==> config.mk <==
export PLATFORM = sky130hd
export DESIGN_NAME = chargen_sink
export DESIGN_NICKNAME = d
export VERILOG_FILES = /design/src/rtl/chargen_sink_pkg.sv /design/src/rtl/chargen_sink_pacer.sv /design/src/rtl/chargen_sink.sv
export SDC_FILE = /design/constraint.sdc
export NUM_CORES = 1
export LEC_CHECK = 0
export CAP_MARGIN = 10
export CORE_MARGIN = 5
export CORE_UTILIZATION = 45
export CTS_CLUSTER_SIZE = 16
export DETAILED_ROUTE_END_ITERATION = 6
export PLACE_DENSITY = 0.74
export SLEW_MARGIN = 20
export SYNTH_ARGS = -nofsm -noshare
export SYNTH_HDL_FRONTEND = slang
export SYNTH_SLANG_ARGS = --single-unit
==> constraint.sdc <==
create_clock -name clk -period 4.1 [get_ports clk]
set_input_delay 1.23 -clock clk [delete_from_list [all_inputs] [get_ports clk]]
set_output_delay 1.23 -clock clk [all_outputs]
set_load 0.05 [all_outputs]
==> src/rtl/chargen_sink_pkg.sv <==
// ============================================================================
// chargen_sink_pkg : state encoding, character constants and active-low
//                    literals shared by chargen, chargen_sink and their benches
// Revision: 1.0
// ============================================================================
`default_nettype none

package chargen_sink_pkg;

  typedef enum logic [1:0] {
    ST_IDLE = 2'd0,
    ST_HUNT = 2'd1,
    ST_LOCK = 2'd2
  } state_t;

  localparam logic [7:0] CHAR_FIRST = 8'h61;
  localparam logic [7:0] CHAR_LAST  = 8'h63;

  // Active-low handshake literals: asserted / deasserted
  localparam logic nT = 1'b0;
  localparam logic nF = 1'b1;

  function automatic logic [7:0] next_char(input logic [7:0] c,
                                           input logic [7:0] first,
                                           input logic [7:0] last);
    return (c == last) ? first : c + 8'd1;
  endfunction

endpackage

`default_nettype wire

==> src/rtl/chargen_sink_pacer.sv <==
// ============================================================================
// chargen_sink_pacer : counts accepts and raises hold on the accept that
//                      completes a group of PACE, throttling the sink
// Revision: 1.0
// ============================================================================
`default_nettype none

module chargen_sink_pacer #(
  parameter int PACE = 0
) (
  input  logic clk,
  input  logic rst,
  input  logic clr,
  input  logic accept,
  output logic hold
);

  generate
    if (PACE > 0) begin : g_pace
      localparam int W = $clog2(PACE + 1);
      localparam logic [W-1:0] LIMIT = W'(PACE - 1);

      logic [W-1:0] cnt;

      // hold is combinational so the registered ready_n rises on the very
      // edge that takes the PACE-th byte
      assign hold = accept && (cnt == LIMIT);

      always_ff @(posedge clk) begin
        if (rst || clr) begin
          cnt <= '0;
        end else if (accept) begin
          cnt <= hold ? '0 : cnt + W'(1);
        end
      end
    end else begin : g_no_pace
      logic unused_pacer;
      assign unused_pacer = &{1'b0, clk, rst, clr, accept};
      assign hold = 1'b0;
    end
  endgenerate

endmodule

`default_nettype wire

==> src/rtl/chargen_sink.sv <==
// ============================================================================
// chargen_sink : accepts a byte stream over an active-low handshake and checks
//                it follows the cyclic FIRSTCHAR..LASTCHAR sequence
// Revision: 1.0
// ============================================================================
`default_nettype none

module chargen_sink
  import chargen_sink_pkg::*;
#(
  parameter logic [7:0] FIRSTCHAR = CHAR_FIRST,
  parameter logic [7:0] LASTCHAR  = CHAR_LAST,
  parameter int         CNT_W     = 16,
  parameter int         PACE      = 0
) (
  input  logic             clk,
  input  logic             rst,
  input  logic             en,
  input  logic [7:0]       port,
  input  logic             valid_n,
  output logic             ready_n,
  output logic             locked,
  output logic             err,
  output logic [CNT_W-1:0] rx_cnt,
  output logic [CNT_W-1:0] err_cnt,
  output logic [7:0]       last_rx
);

  state_t     state;
  state_t     state_nx;
  logic [7:0] expected;
  logic [7:0] expected_nx;
  logic       accept;
  logic       mismatch;
  logic       hold;

  assign accept = (ready_n == nT) && (valid_n == nT);

  chargen_sink_pacer #(
    .PACE (PACE)
  ) u_pacer (
    .clk    (clk),
    .rst    (rst),
    .clr    (state == ST_IDLE),
    .accept (accept),
    .hold   (hold)
  );

  always_comb begin
    state_nx    = state;
    expected_nx = expected;
    mismatch    = 1'b0;
    case (state)
      ST_IDLE: begin
        if (en) state_nx = ST_HUNT;
      end
      ST_HUNT: begin
        if (accept && (port == FIRSTCHAR)) begin
          state_nx    = ST_LOCK;
          expected_nx = next_char(FIRSTCHAR, FIRSTCHAR, LASTCHAR);
        end
      end
      ST_LOCK: begin
        if (accept) begin
          if (port == expected) begin
            expected_nx = next_char(expected, FIRSTCHAR, LASTCHAR);
          end else begin
            mismatch = 1'b1;
            // A stray FIRSTCHAR restarts the cycle without losing lock
            if (port == FIRSTCHAR) begin
              expected_nx = next_char(FIRSTCHAR, FIRSTCHAR, LASTCHAR);
            end else begin
              state_nx    = ST_HUNT;
              expected_nx = FIRSTCHAR;
            end
          end
        end
      end
      default: state_nx = ST_IDLE;
    endcase
    if (!en) state_nx = ST_IDLE;
  end

  always_ff @(posedge clk) begin
    if (rst) begin
      state    <= ST_IDLE;
      expected <= FIRSTCHAR;
      ready_n  <= nF;
      locked   <= 1'b0;
      err      <= 1'b0;
      rx_cnt   <= '0;
      err_cnt  <= '0;
      last_rx  <= 8'h00;
    end else begin
      state    <= state_nx;
      expected <= expected_nx;
      ready_n  <= ((state_nx == ST_IDLE) || hold) ? nF : nT;
      locked   <= (state_nx == ST_LOCK);
      err      <= mismatch;
      if (accept) begin
        rx_cnt  <= rx_cnt + CNT_W'(1);
        last_rx <= port;
      end
      if (mismatch && (err_cnt != {CNT_W{1'b1}})) begin
        err_cnt <= err_cnt + CNT_W'(1);
      end
    end
  end

endmodule

`default_nettype wire

Word-level counts from Yosys, hierarchy flattened:

Index checks and enable logic that the tools add are counted.

* flip-flop bits (word level): 53
* bits of input ports: 12

* add/sub/neg operators: 3
* eq/ne operators: 9
* mux-type cells: 16
* bitwise operators: 2
* reductions and logical operators: 7

Operator list (count)
* $add 16x1->16 const B: 2
* $mux 8: 4
* $eq 8x7->1 const B: 2
* $ne 16x16->1 const B: 1
* $pmux 8 s2: 1
* $mux 2: 6
* $add 8x1->8 const B: 1
* $eq 8x8->1: 1
* $pmux 2 s3: 1
* $eq 2x2->1 const B: 2
* $logic_not 2->1: 2
* $mux 1: 4
* $ne 2x2->1 const B: 2
* $logic_and 1x1->1: 3
* $reduce_and 3->1: 1
* $eq 2x1->1 const B: 1
* $not 1->1: 2
* $reduce_bool 2->1: 1

Longest topological paths before layout:

* word-level depth: 8
* depth in mapped cells: 7

Hierarchy:

From an unflattened synthesis, not the netlist that was laid out.

* cells, all modules: 307
* area, all modules: 2630.0 µm²

Modules (own cells, without submodules)
* chargen_sink: times used 1, cells each 305, area an instance 2618.8 µm², seq. area each 1061.0 µm²
* chargen_sink_pacer: times used 1, cells each 2, area an instance 11.3 µm², seq. area each 0.0 µm²

Least setup slack after synthesis:

Ideal clock, no wire load.

* path type: input to register
* start: input port[7]
* end: register expected[5]
* library setup time: 127 ps
* arrival time: 3021 ps
* path slack: 952 ps
* cell stages on the path: 6
* path buffers: 1
* cells stage by stage: or4b_1 or4b_1 buf_6 a211oi_1 xor2_1 or3_1

* longest elaborated chain between the ends: 4

RTL lines
* start, declared: line chargen_sink.sv:19 `input logic [7:0] port,`
* $eq 8x8->1 or $eq 8x7->1 (tied branches): line chargen_sink.sv:65, chargen_sink.sv:58
* $mux 8 or $logic_and 1x1->1 (tied branches): line chargen_sink.sv:65, chargen_sink.sv:58
* $mux 8 or $ne 2x2->1 (tied branches)
* $pmux 8 s2 or $reduce_and 3->1 (tied branches)
* end signal, assigned: line chargen_sink.sv:96 `expected <= expected_nx;`
* end, declared: line chargen_sink.sv:31 `logic [7:0] expected;`

Several ways; a longest one is shown, not always the timed one. The select of a mux whose other input is x is not followed.
A chain may end at the register's enable or synchronous reset.

Final worst setup path:

* start: input port[7]
* end: register expected[6]

The elaborated chain is that of the path after synthesis.

==> flow_metrics.env <==
export IMPL_cts_resized_gates=0
export IMPL_crit_slowest_cell="or4b_1"
export IMPL_hpwl_um=4174
export IMPL_die_area_um2=7203
export IMPL_via_count=2285
export IMPL_synth_enable_flop_cells=0
export IMPL_worstPathCellList="clkdlybuf4s50_1 > or4b_1 > or4b_1 > a211oi_1 > xor2_1 > or3_1"
export IMPL_stdcell_area_um2=3212
export IMPL_slowest_delay_ps=670
export IMPL_p_per_area_nw_per_um2=275.3
export IMPL_slew_headroom_pct=37.25
export IMPL_drive_above_1_share_pct=7.102
export IMPL_utilization_pct=58.69
export IMPL_tritoncts="built"
export IMPL_ir_drop_mv=0.1282
export IMPL_totalNegativeSetupSlack_ps=0
export IMPL_n_antenna_cell=0
export IMPL_clock_sinks=53
export IMPL_grt_overflow=0
export IMPL_area_delta_synth_final_pct=27.33
export IMPL_start_util_pct=46.09
export IMPL_grtUsageMet2_pct=25.69
export IMPL_hold_path_end="last_rx[0]$_SDFFE_PP0N_"
export IMPL_max_freq_mhz=285.0
export IMPL_end_kind="flip-flop"
export IMPL_maxCapViolations=0
export IMPL_r2r_setup_slack_ps=1810
export IMPL_r2r_start="state[1]$_SDFF_PP0_"
export IMPL_cts_root_buffer="clkbuf_8"
export IMPL_final_cells=424
export IMPL_dpl_cell_area_um2=3122
export IMPL_cts_clk_slew_worst_paths_ps=90
export IMPL_ctsHoldBuffers=0
export IMPL_cts_setup_buffers=0
export IMPL_fp_coreArea_um2=5473
export IMPL_criticalPathCategory="in2reg"
export IMPL_status="finished, final reports clean"
export IMPL_gp_congestion=0.8361
export IMPL_first_pass_iters=4
export IMPL_r2r_end="expected[6]$_SDFFE_PP1P_"
export IMPL_fin_nets=367
export IMPL_r2r_cells=5
export IMPL_min_path_type="reg2reg"
export IMPL_drc=0
export IMPL_grt_util_all_layers_pct=16.06
export IMPL_avgSynthCellArea_um2=8.436
export IMPL_finalCritPeriodShare_pct=85.58
export IMPL_leakage_nw=1.056
export IMPL_yosysTopAreaCell="dfxtp_1"
export IMPL_synth_ff_type="dfxtp_1"
export IMPL_io_pins=55
export IMPL_ys_seq_area_share_pct=42.06
export IMPL_wl_um=5685
export IMPL_postRouteAntennaNets=0
export IMPL_setup_violations=0
export IMPL_routedWlPerCell_um=13.41
export IMPL_maxSlewViolCount=0
export IMPL_async_reset_ff_share_pct=0
export IMPL_synthesis_nets=314
export IMPL_synthTopCellsByArea="dfxtp_1 (42%), xnor2_1 (5.9%), nand2_1 (5.5%), a21oi_1 (4.8%), nor2_1 (4.3%)"
export IMPL_synth_cell_types=39
export IMPL_htree_levels=2
export IMPL_grt_pass1_wl_um=9604
export IMPL_synth_seq_cells=53
export IMPL_hp_start="last_rx[0]$_SDFFE_PP0N_"
export IMPL_synth_top_area_share_pct=42.06
export IMPL_rsz0062_at_grt="no"
export IMPL_arrival_ps=3710
export IMPL_cp_common_cell="or4b_1"
export IMPL_critPathLaunchType="primary input"
export IMPL_preCtsSetupSlack_ps=264.1
export IMPL_cts_buffers=5
export IMPL_cellInternalPower_uw=676.8
export IMPL_dpl_cell_count=417
export IMPL_pwr_share_seq_pct=59.1
export IMPL_grt_max_degree=54
export IMPL_comb_power_share_pct=7.1
export IMPL_antenna_found_initial=0
export IMPL_synth_cells=299
export IMPL_routed_via_density=5.389
export IMPL_synthMostInstantiatedCell="dfxtp_1"
export IMPL_clk_latency_ps=310
export IMPL_switching_share_pct=23.45
export IMPL_busiest_layer="met2"
export IMPL_synth_commonest_cells="dfxtp_1 (53), nand2_1 (37), nor2_1 (29), a21oi_1 (24), xnor2_1 (17)"
export IMPL_finalClockSkew_ps=8.798
export IMPL_dieWidth_um=84.87
export IMPL_synth_warning_count=0
export IMPL_synth_area_um2=2522
export IMPL_dieHeight_um=84.87
export IMPL_required_ps=4300
export IMPL_hold_viol=0
export IMPL_met3_usage_pct=4.175
export IMPL_grtUsageMet1_pct=20.75
export IMPL_drt_iter0_drc=89
export IMPL_period_needed_ps=3509
export IMPL_hold_depth=2
export IMPL_rows=27
export IMPL_setup_slack_ps=591.3
export IMPL_switching_power_uw=207.4
export IMPL_clockBufferDepth=2
export IMPL_numPortBuffers=54
export IMPL_worst_pin_slew_ps=941.3
export IMPL_crit_fanout=9
export IMPL_grt_pass1_vias=2084
export IMPL_power_frac_clock_pct=33.9
==> metal layers <==
metal / part of all wire [%] / wire, µm
met1: 46 / 2640
met3: 6.1 / 349
met2: 46 / 2600
met5: 0 / 0
met4: 1.7 / 95
==> logic make-up (layout without fill, tap and decap cells) <==
logic type      Yosys count  after routing  synth area share, %
simple gates            148            148                29.91
compound gates           48             48                11.51
mux                       8              8                3.572
fa+ha+maj                 3              3                1.488
buf+inv                  12             65                2.083
xor+xnor                 27             27                9.375
flops                    53             53                42.06
==> worst max-delay path, delay by kind of cell <==
family / cells / cell delay [ps]
compound gates: 1 / 360
simple gates: 3 / 1550
buf+inv: 1 / 470
xor+xnor: 1 / 100
==> sequential cells by signal (all words and copies together), names as in the netlist <==
signal    count
err           1
last_rx       8
err_cnt      16
expected      8
rx_cnt       16
state         2
ready_n       1
locked        1
==> how the worst max path moves through the flow <==
stage / slack (ps) / cells after the start / from / end
after global placement: 370 / 6 / port[7] / expected[5]$_SDFFE_PP1P_
after global routing: 540 / 6 / port[7] / expected[6]$_SDFFE_PP1P_
after floorplan: 950 / 6 / port[7] / expected[5]$_SDFFE_PP1P_
after detailed placement: 260 / 6 / port[7] / expected[6]$_SDFFE_PP1P_
final: 590 / 6 / port[7] / expected[6]$_SDFFE_PP1P_
after CTS: 610 / 6 / port[7] / expected[6]$_SDFFE_PP1P_
==> final cells by class <==
| class | count | area [µm²] |
|---|---|---|
| Clock buffer | 6 | 82.58 |
| Clock inverter | 1 | 7.507 |
| Fill cell | 528 | 2261 |
| Inverter | 1 | 3.754 |
| Multi-Input combinational cell | 234 | 1409 |
| Sequential cell | 53 | 1061 |
| Tap cell | 72 | 90.09 |
| Timing Repair Buffer | 57 | 558.0 |
==> power by group through the flow <==
stage          registers [mW]  clock network, mW  logic [mW]
2_1_floorplan           0.547                  0      0.0228
3_5_place_dp            0.534                  0      0.0631
4_1_cts                 0.522              0.312      0.0633
6_report                0.522              0.299      0.0626
3_3_place_gp            0.534                  0      0.0625
5_1_grt                 0.523              0.332      0.0674
==> placed cells by master, fill, tap and decap left out, types with 2 or more instances in the layout <==
master and count:
nor3_1 10, nor2b_1 9, nor4_1 6, clkbuf_8 6, dfxtp_1 53, nor2_1 29
or2_2 2, nand4_1 9, a211oi_1 3, nand2_1 37, nand2b_1 2, buf_4 3
and3_1 7, or4b_1 2, clkdlybuf4s50_1 53, xor2_1 10, a21oi_1 24, mux2_2 8
o21ai_0 13, xnor2_1 17, or3_1 11, ha_1 3, nand3_1 16
==> metrics by stage <==
stage | hold slack, ps | total power, mW
6_report | 454.5 | 0.8842
5_1_grt | 483.4 | 0.9229
4_1_cts | 459.1 | 0.8971
3_5_place_dp | 446.2 | 0.5974
3_3_place_gp | 442.5 | 0.5965
2_1_floorplan | 472.8 | 0.5702
No activity file was read; power rests on OpenSTA's default activity.
